<file path="src/rtl/cmp_serial_unit.sv">
// Digit-serial magnitude compare (SLT/SLTU/SGE/SGEU). Examines DIGIT bits per
// cycle, MSB first, and returns a mask or a 0/1 value behind valid/ready.
module cmp_serial_unit #(
    parameter int WIDTH    = 32,
    parameter int DIGIT    = 4,
    parameter bit MASK_OUT = 1'b1
) (
    input  logic             clk,
    input  logic             rst_n,
    input  logic             in_valid_i,
    output logic             in_ready_o,
    input  logic [WIDTH-1:0] a_i,
    input  logic [WIDTH-1:0] b_i,
    input  logic [1:0]       op_i,
    input  logic             flush_i,
    output logic             out_valid_o,
    input  logic             out_ready_i,
    output logic [WIDTH-1:0] result_o,
    output logic             busy_o
);

    localparam int N     = WIDTH / DIGIT;
    localparam int CNT_W = (N > 1) ? $clog2(N) : 1;

    localparam logic [1:0] S_IDLE = 2'd0;
    localparam logic [1:0] S_RUN  = 2'd1;
    localparam logic [1:0] S_DONE = 2'd2;

    localparam logic [WIDTH-1:0] SIGN_BIT = {1'b1, {(WIDTH-1){1'b0}}};
    localparam logic [WIDTH-1:0] TRUE_VAL = MASK_OUT ? {WIDTH{1'b1}} : WIDTH'(1);

    logic [1:0]       state_q, state_d;
    logic [WIDTH-1:0] a_q, a_d;
    logic [WIDTH-1:0] b_q, b_d;
    logic             ge_q, ge_d;
    logic [CNT_W-1:0] cnt_q, cnt_d;
    logic             lt_q, lt_d;
    logic             gt_q, gt_d;
    logic [WIDTH-1:0] result_q, result_d;

    logic [DIGIT-1:0] a_dig, b_dig;
    logic             lt_scan, gt_scan;

    // Operands shift left each RUN cycle, so the digit under test is always the top slice.
    assign a_dig = a_q[WIDTH-1 -: DIGIT];
    assign b_dig = b_q[WIDTH-1 -: DIGIT];

    always_comb begin
        // NOTE: every variable gets a default before any branch, otherwise a latch is inferred.
        lt_scan = lt_q;
        gt_scan = gt_q;
        for (int i = DIGIT - 1; i >= 0; i--) begin
            if (!lt_scan && !gt_scan && (a_dig[i] != b_dig[i])) begin
                lt_scan = b_dig[i];
                gt_scan = a_dig[i];
            end
        end
    end

    always_comb begin
        state_d  = state_q;
        a_d      = a_q;
        b_d      = b_q;
        ge_d     = ge_q;
        cnt_d    = cnt_q;
        lt_d     = lt_q;
        gt_d     = gt_q;
        result_d = result_q;

        case (state_q)
            S_IDLE: begin
                if (in_valid_i) begin
                    // Flipping the sign bits turns a two's-complement compare into an unsigned one.
                    a_d     = op_i[0] ? a_i : (a_i ^ SIGN_BIT);
                    b_d     = op_i[0] ? b_i : (b_i ^ SIGN_BIT);
                    ge_d    = op_i[1];
                    cnt_d   = '0;
                    lt_d    = 1'b0;
                    gt_d    = 1'b0;
                    state_d = S_RUN;
                end
            end
            S_RUN: begin
                lt_d  = lt_scan;
                gt_d  = gt_scan;
                a_d   = a_q << DIGIT;
                b_d   = b_q << DIGIT;
                cnt_d = cnt_q + CNT_W'(1);
                if (cnt_q == CNT_W'(N - 1)) begin
                    result_d = (ge_q ^ lt_scan) ? TRUE_VAL : '0;
                    state_d  = S_DONE;
                end
            end
            S_DONE: begin
                if (out_ready_i) state_d = S_IDLE;
            end
            default: state_d = S_IDLE;
        endcase

        if (flush_i) begin
            state_d  = S_IDLE;
            result_d = '0;
        end
    end

    // NOTE: sequential state uses non-blocking assignments so every register samples pre-edge values.
    always_ff @(posedge clk or negedge rst_n) begin
        if (!rst_n) begin
            state_q  <= S_IDLE;
            a_q      <= '0;
            b_q      <= '0;
            ge_q     <= 1'b0;
            cnt_q    <= '0;
            lt_q     <= 1'b0;
            gt_q     <= 1'b0;
            result_q <= '0;
        end else begin
            state_q  <= state_d;
            a_q      <= a_d;
            b_q      <= b_d;
            ge_q     <= ge_d;
            cnt_q    <= cnt_d;
            lt_q     <= lt_d;
            gt_q     <= gt_d;
            result_q <= result_d;
        end
    end

    assign in_ready_o  = (state_q == S_IDLE);
    assign busy_o      = (state_q != S_IDLE);
    assign out_valid_o = (state_q == S_DONE);
    assign result_o    = result_q;

endmodule

</file>
<file path="config.mk">
export PLATFORM = sky130hd
export DESIGN_NAME = cmp_serial_unit
export DESIGN_NICKNAME = d
export VERILOG_FILES = /design/src/rtl/cmp_serial_unit.sv
export SDC_FILE = /design/constraint.sdc
export NUM_CORES = 1
export LEC_CHECK = 0
export CORE_ASPECT_RATIO = 1.4
export CORE_MARGIN = 2
export CORE_UTILIZATION = 52
export DETAILED_ROUTE_END_ITERATION = 16
export PLACE_DENSITY = 0.87
export SYNTH_ARGS = -nofsm -noshare
export SYNTH_HDL_FRONTEND = slang
export SYNTH_SLANG_ARGS = --single-unit
</file>
<file path="constraint.sdc">
create_clock -name clk -period 3.4 [get_ports clk]
set_clock_uncertainty 0.2 [all_clocks]
set_input_delay 0.68 -clock clk [delete_from_list [all_inputs] [get_ports clk]]
set_output_delay 0.68 -clock clk [all_outputs]
set_load 0.02 [all_outputs]
</file>
==> impl_metrics.csv, run 1 <==
group,metric,value,unit
outcome,status,"completed",
yosys,synthTopCellsByCount,"115 x nand2_1, 73 x dfrtp_1, 58 x nor2_1",
drt,ant_nets,0,
drt,num_vias,3071,
placed_design,post-place-ws,0.792,ns
final_layout,final_nets,564,
sta,fmax,0.349,GHz
final_layout,drive_gt1_share,13.5,%
yosys,synth-seq-area-share,47.8,%
clock_tree,htreeDepth,3,
sta,slew_headroom,34.7,%
power,switchingPower,0.696,mW
worst_setup_path,critPathCaptureType,"output pin",
yosys,yosys.area.top_type_share,47.8,%
yosys,ys_top_cells_by_area,"dfrtp_1 48%, nand2_1 11%, buf_4 6.9%",
floorplanning,dieWidth,76.5,um
sta,tightest_slew,0.980,ns
floorplanning,die_area,0.00806,mm^2
power,p_clk_share,31.0,%
clock_tree,cts.sinks,73,
sta,post-route-period-util,84.4,%
yosys,ys.flop_type,"dfrtp_1",
worst_setup_path,slowest_stage,"dfrtp_1",
worst_hold_path,hold_path.class,"input pin to async pin",
sta,finalSetupViolCount,0,
sta,finalWorstSetupSlack,0.532,ns
drt,vias_per_cell,5.18,
final_layout,fillers,601,
sta,tns,0,ns
floorplanning,die_y,105,um
worst_setup_path,worstSetupPathDepth,1,
clock_tree,clk_latency,0.34,ns
grt,grt_use_total,21.8,%
power,leakage,2.07,nW
yosys,ys_warn_count,0,
drt,route.detailed.drc,0,
yosys,ys_ff_latch,73,
yosys,synthMuxAreaShare,0.262,%
power,power_density,504,mW/mm^2
job,cap_violations,0,
worst_setup_path,cp_data_arrival_time,1.99,ns
yosys,syn-num-nets,502,
clock_tree,root_buffer,"clkbuf_8",
worst_setup_path,crit_fanout,33,
clock_tree,ctsLongestPathBuffers,2,
drt,routed_wirelength,8410,um
clock_tree,cts_tree,"done",
sta,rsz0062_at_grt,"no",
worst_setup_path,critPathBufInv,1,
yosys,synthAdderAreaFrac,0.655,%
yosys,yosysMostFrequentCell,"nand2_1",
worst_setup_path,max_stage_delay,0.89,ns
worst_setup_path,worst_ep_required_time,2.52,ns
grt,grt_pass1_vias,3120,
clock_tree,cts_setup_buffers,0,
placed_design,port_buffers,105,
clock_tree,cts-hold-fix-buffers,0,
floorplanning,ios,106,
placed_design,hpwlAfterDp,5910,um
worst_setup_path,path_delay_family,"flip-flops",
floorplanning,start_util,52.9,%
power,swShare,28.4,%
final_layout,syn2layout_area_growth,27.0,%
power,p_comb_share,21.9,%
power,seqPwrFrac,47.1,%
final_layout,num_antenna_cells,0,
power,p_int,1.75,mW
grt,grt-ovfl-total,0,
grt,grt_pass1_wl,14200,um
yosys,synth_cell_types,34,
grt,antenna_found_initial,0,
drt,wl_per_cell,14.2,um
yosys,synthXorXnorAreaFrac,0.458,%
grt,grt_max_degree,91,
sta,fin_hold_ws,0.260,ns
worst_setup_path,rrSetupSlack,1.32,ns
clock_tree,clk_pin_slew_worst_paths,0.07,ns
yosys,syn_area,0.00382,mm^2
clock_tree,numCtsBuffers,9,
yosys,synth_top_family_by_area,"simple AND/OR/NAND/NOR gates",
worst_setup_path,startpoint_type,"flop",
floorplanning,row_count,37,
yosys,async_reset_ff_share,100,%
yosys,yosys.area.top_type,"dfrtp_1",
yosys,syn_area_per_cell,8.91,um^2
yosys,synthSimpleGateAreaFrac,23.6,%
placed_design,globalplace.congestion,0.791,
drt,first_pass_iters,8,
sta,fin_crit,2.87,ns
clock_tree,post_cts_resize_count,0,
yosys,synthCells,429,
floorplanning,core,0.00722,mm^2
sta,hold_viol,0,
drt,drt_iter0_markers,231,
power,vdd_drop_max,0.343,mV
worst_setup_path,path_cells,"clkdlybuf4s50_1",
yosys,synth_edf_count,0,
worst_setup_path,worst_r2r_path_depth,4,
worst_setup_path,path_class,"flop to output pin",
sta,finalMaxSlewViolations,0,
yosys,synth-compound-area-share,15.4,%
-- cell usage in the layout (no fill, tap or decap), types with 2 or more instances in the layout --
cell	count
inv_1	4
o21ai_1	4
buf_4	6
nand2_2	20
o31ai_1	3
nor2_1	58
ha_1	2
bufinv_16	2
clkbuf_8	11
a221o_1	2
a21oi_1	3
a31oi_1	35
clkinv_2	2
xor2_1	2
dfrtp_1	73
nor2b_1	3
nand2_1	114
clkdlybuf4s50_1	104
nand3_1	9
a31oi_2	19
nand2b_1	4
-- per-stage QoR --
step / power (mW) / std cells / util (%) / cell area [um^2]
finish: 2.45 / 593 / 67.2 / 4850
global route: 2.58 / 593 / 67.2 / 4850
CTS: 2.46 / 593 / 67.2 / 4850
detailed placement: 1.70 / 577 / 64.0 / 4620
global placement: 1.67 / 577 / 64.0 / 4620
floorplan: 1.51 / 429 / - / 3820
-- layer usage --
metal	wire, um	track usage, %
met2	4440	38.2
met5	0	0
met3	307	4.45
met1	3530	26.7
met4	127	7.79
-- cells by family (layout without fill, tap and decap cells) --
family	Yosys count	after routing
compound gates	73	73
mux	1	1
buf+inv	64	131
xor+xnor	2	2
flops	73	73
simple gates	214	214
fa+ha+maj	2	2
-- power by group through the flow --
| stage | Combinational, mW | Sequential, mW | Clock [mW] |
|---|---|---|---|
| 4_1_cts | 0.542 | 1.15 | 0.768 |
| 3_3_place_gp | 0.517 | 1.16 | 0 |
| 5_1_grt | 0.603 | 1.17 | 0.808 |
| 2_1_floorplan | 0.384 | 1.13 | 0 |
| 3_5_place_dp | 0.538 | 1.17 | 0 |
| 6_report | 0.536 | 1.15 | 0.759 |
-- registers in the layout, summed over array words and instances (netlist names) --
signal	count
b_q	32
ge_q	1
cnt_q	3
result_o	1
state_q	2
a_q	32
lt_q	1
gt_q	1
-- cell type report --
cell class / count / area (um^2) / area share [%]
Multi-Input combinational cell: 292 / 1560 / 32.0
Sequential cell: 73 / 1830 / 37.6
Timing Repair Buffer: 111 / 1110 / 22.8
Inverter: 4 / 15.0 / 0.309
Tap cell: 97 / 121 / 2.50
Clock buffer: 11 / 151 / 3.12
Clock inverter: 5 / 77.6 / 1.60
-- path summary, 6_finish.rpt --
kind,start,endpoint
worst max-delay path,result_o[30],result_o[20]
worst min-delay path,rst_n,result_o[30]
worst max register to register,state_q[1],b_q[8]
worst min register to register,b_q[24],b_q[28]
max in group asynchronous,rst_n,b_q[18]
min in group clk,b_q[24],b_q[28]
No activity file was read; power rests on OpenSTA's default activity.
==> run 2, diff against run 1 <==
--- a/config.mk
+++ b/config.mk
@@ -7,9 +7,9 @@
 export LEC_CHECK = 0
 export CORE_ASPECT_RATIO = 1.4
 export CORE_MARGIN = 2
-export CORE_UTILIZATION = 52
+export CORE_UTILIZATION = 48
 export DETAILED_ROUTE_END_ITERATION = 16
-export PLACE_DENSITY = 0.87
+export PLACE_DENSITY = 0.81
 export SYNTH_ARGS = -nofsm -noshare
 export SYNTH_HDL_FRONTEND = slang
 export SYNTH_SLANG_ARGS = --single-unit
==> constraint.sdc (replaced) <==
create_clock -name clk -period 2.83 [get_ports clk]
set_clock_uncertainty 0.2 [all_clocks]
set_input_delay 0.566 -clock clk [delete_from_list [all_inputs] [get_ports clk]]
set_output_delay 0.566 -clock clk [all_outputs]
set_load 0.02 [all_outputs]
==> run 2 against run 1 <==
  * Worst setup slack got worse by 0.14 ns
  * Via count decreased by 0.81%
  * Final cell count increased by 0.67%
  * Global-route usage decreased by 2.0 points
  * Critical path depth increased by 1
  * Total power increased by 23%
  * Sequential power increased by 20%
  * Sequential share of layout area decreased by 0.20 points
  * Non-clock buffer count increased by 1
  * Combinational power increased by 19%
  * Critical path type unchanged
  * Largest cell class unchanged
  * Largest power group unchanged
  * Highest routed layer unchanged
==> impl_metrics.csv, run 2 (synthesized netlist as in run 1, its figures left out) <==
group,metric,value,unit
sta,fin_crit,2.44,ns
drt,first_pass_iters,4,
power,vdd_drop_max,0.434,mV
floorplanning,row_count,38,
drt,routed_wirelength,8370,um
grt,grt-ovfl-total,0,
clock_tree,htreeDepth,3,
job,cap_violations,0,
final_layout,syn2layout_area_growth,27.7,%
sta,slew_headroom,38.8,%
worst_setup_path,critPathCaptureType,"output pin",
grt,grt-busiest-layer,"met2",
grt,gr-usage-met1,24.4,%
power,p_comb_share,21.2,%
clock_tree,root_buffer,"clkbuf_8",
clock_tree,cts_setup_buffers,0,
sta,post-route-period-util,86.2,%
drt,drt_iter0_markers,206,
power,p_int,2.17,mW
power,switchingPower,0.847,mW
final_layout,fin_area,0.00488,mm^2
drt,num_vias,3046,
clock_tree,numCtsBuffers,9,
placed_design,port_buffers,105,
clock_tree,post_cts_resize_count,0,
final_layout,top_regs,"a_q x32, b_q x32, cnt_q x3",
sta,finalMaxSlewViolations,0,
power,seqPwrFrac,45.9,%
worst_setup_path,rrSetupSlack,0.86,ns
sta,fmax,0.410,GHz
worst_setup_path,path_cells,"nor2b_1 -> clkdlybuf4s50_1",
clock_tree,cts-hold-fix-buffers,0,
placed_design,hpwlAfterDp,5760,um
worst_setup_path,path_class,"flop to output pin",
worst_setup_path,path_delay_family,"buffers and inverters",
worst_hold_path,hold_path.class,"input pin to async pin",
worst_setup_path,critPathBufInv,1,
power,power,3.02,mW
power,p_clk_share,32.9,%
floorplanning,die_y,110,um
grt,grt_max_degree,74,
power,leakage,2.08,nW
placed_design,dp_cells,581,
final_layout,fillers,685,
placed_design,globalplace.congestion,0.771,
drt,route.detailed.drc,0,
final_layout,seq_area,0.00183,mm^2
worst_setup_path,slowest_stage,"clkdlybuf4s50_1",
power,swShare,28.1,%
grt,grt_pass1_vias,2881,
grt,use_met2,34.4,%
power,power_density,618,mW/mm^2
worst_setup_path,worstReg2RegStart,"state_q[1]",
clock_tree,ctsLongestPathBuffers,2,
sta,rsz0062_at_grt,"no",
worst_setup_path,startpoint_type,"flop",
worst_setup_path,max_stage_delay,0.64,ns
final_layout,final_cell_mix,"114 x nand2_1, 104 x clkdlybuf4s50_1, 73 x dfrtp_1, 58 x nor2_1, 35 x a31oi_1",
worst_setup_path,worst_ep_required_time,2.06,ns
grt,grt_use_total,19.8,%
worst_setup_path,cp_data_arrival_time,1.67,ns
grt,grtUsageMet3,2.30,%
final_layout,drive_gt1_share,13.5,%
clock_tree,clk_pin_slew_worst_paths,0.07,ns
sta,hold_viol,0,
clock_tree,cts.sinks,73,
final_layout,final_cell_count_no_fill,597,
drt,vias_per_cell,5.10,
worst_setup_path,worst_r2r_path_depth,4,
worst_setup_path,crit_fanout,5,
final_layout,num_antenna_cells,0,
floorplanning,dieWidth,79.4,um
sta,finalSetupViolCount,0,
sta,tns,0,ns
floorplanning,die_area,0.00870,mm^2
floorplanning,start_util,49.3,%
clock_tree,cts_tree,"done",
grt,grt_pass1_wl,13300,um
final_layout,final_common_cell,"nand2_1",
floorplanning,core,0.00775,mm^2
sta,tightest_slew,0.918,ns
final_layout,multi_input_area,0.00156,mm^2
grt,antenna_found_initial,0,
worst_setup_path,rr_endpoint,"a_q[23]",
placed_design,dpl_cell_area,0.00464,mm^2
drt,ant_nets,0,
outcome,status,"completed",
floorplanning,ios,106,
clock_tree,clk_latency,0.35,ns
final_layout,final_nets,565,
drt,wl_per_cell,14.0,um
==> run 2: changes by cell type in the layout (fill, tap and decap cells not counted), sizes merged <==
cell / previous run / this run
buf: 7 / 8
clkinv: 2 / 1
bufinv: 2 / 3
==> run 2: cell type report <==
cell class | count | area share (%)
Sequential cell | 73 | 37.4
Clock inverter | 5 | 2.10
Timing Repair Buffer | 112 | 22.8
Multi-Input combinational cell | 292 | 31.9
Inverter | 4 | 0.308
Tap cell | 100 | 2.56
Clock buffer | 11 | 2.90
==> run 2: metrics by stage <==
| step | utilization (%) | setup slack, ns | hold WS, ns |
|---|---|---|---|
| 6_report | 63.0 | 0.390 | 0.136 |
| 5_1_grt | 63.0 | 0.329 | 0.214 |
| 4_1_cts | 63.0 | 0.363 | 0.179 |
| 3_5_place_dp | 59.8 | 0.486 | 0.274 |
| 3_3_place_gp | 59.8 | 0.554 | 0.280 |
| 2_1_floorplan | - | 0.906 | 0.0704 |
==> run 2: power groups by stage <==
stage          sequential [mW]  combinational [mW]  clock (mW)
6_report                  1.38               0.640       0.992
2_1_floorplan             1.36               0.461           0
4_1_cts                   1.39               0.649        1.01
3_3_place_gp              1.39               0.625           0
3_5_place_dp              1.40               0.642           0
5_1_grt                   1.41               0.717        1.05
==> run 2: how the worst max path moves through the flow <==
stage                   end  depth (start not counted)  slack, ns          from
2_1_floorplan  result_o[10]                          1       0.91  result_o[30]
3_3_place_gp        a_q[20]                          5       0.55    in_valid_i
3_5_place_dp         b_q[6]                          5       0.49    in_valid_i
4_1_cts         out_valid_o                          2       0.36    state_q[0]
5_1_grt         out_valid_o                          2       0.33    state_q[0]
6_report        out_valid_o                          2       0.39    state_q[0]
==> run 2: routing by layer <==
metal  part of all wire [%]  vias to the layer above
met5                      0                        -
met4                    2.7                        0
met3                    3.2                       17
met2                     52                       68
met1                     42                     1445
li1                       -                     1516
==> run 2: worst register-to-register path, cell delays in order (launching register included) <==
cell	delay, ns
dfrtp_1	0.45
nand2b_4	0.65
buf_12	0.32
nor2_1	0.10
a31oi_1	0.18
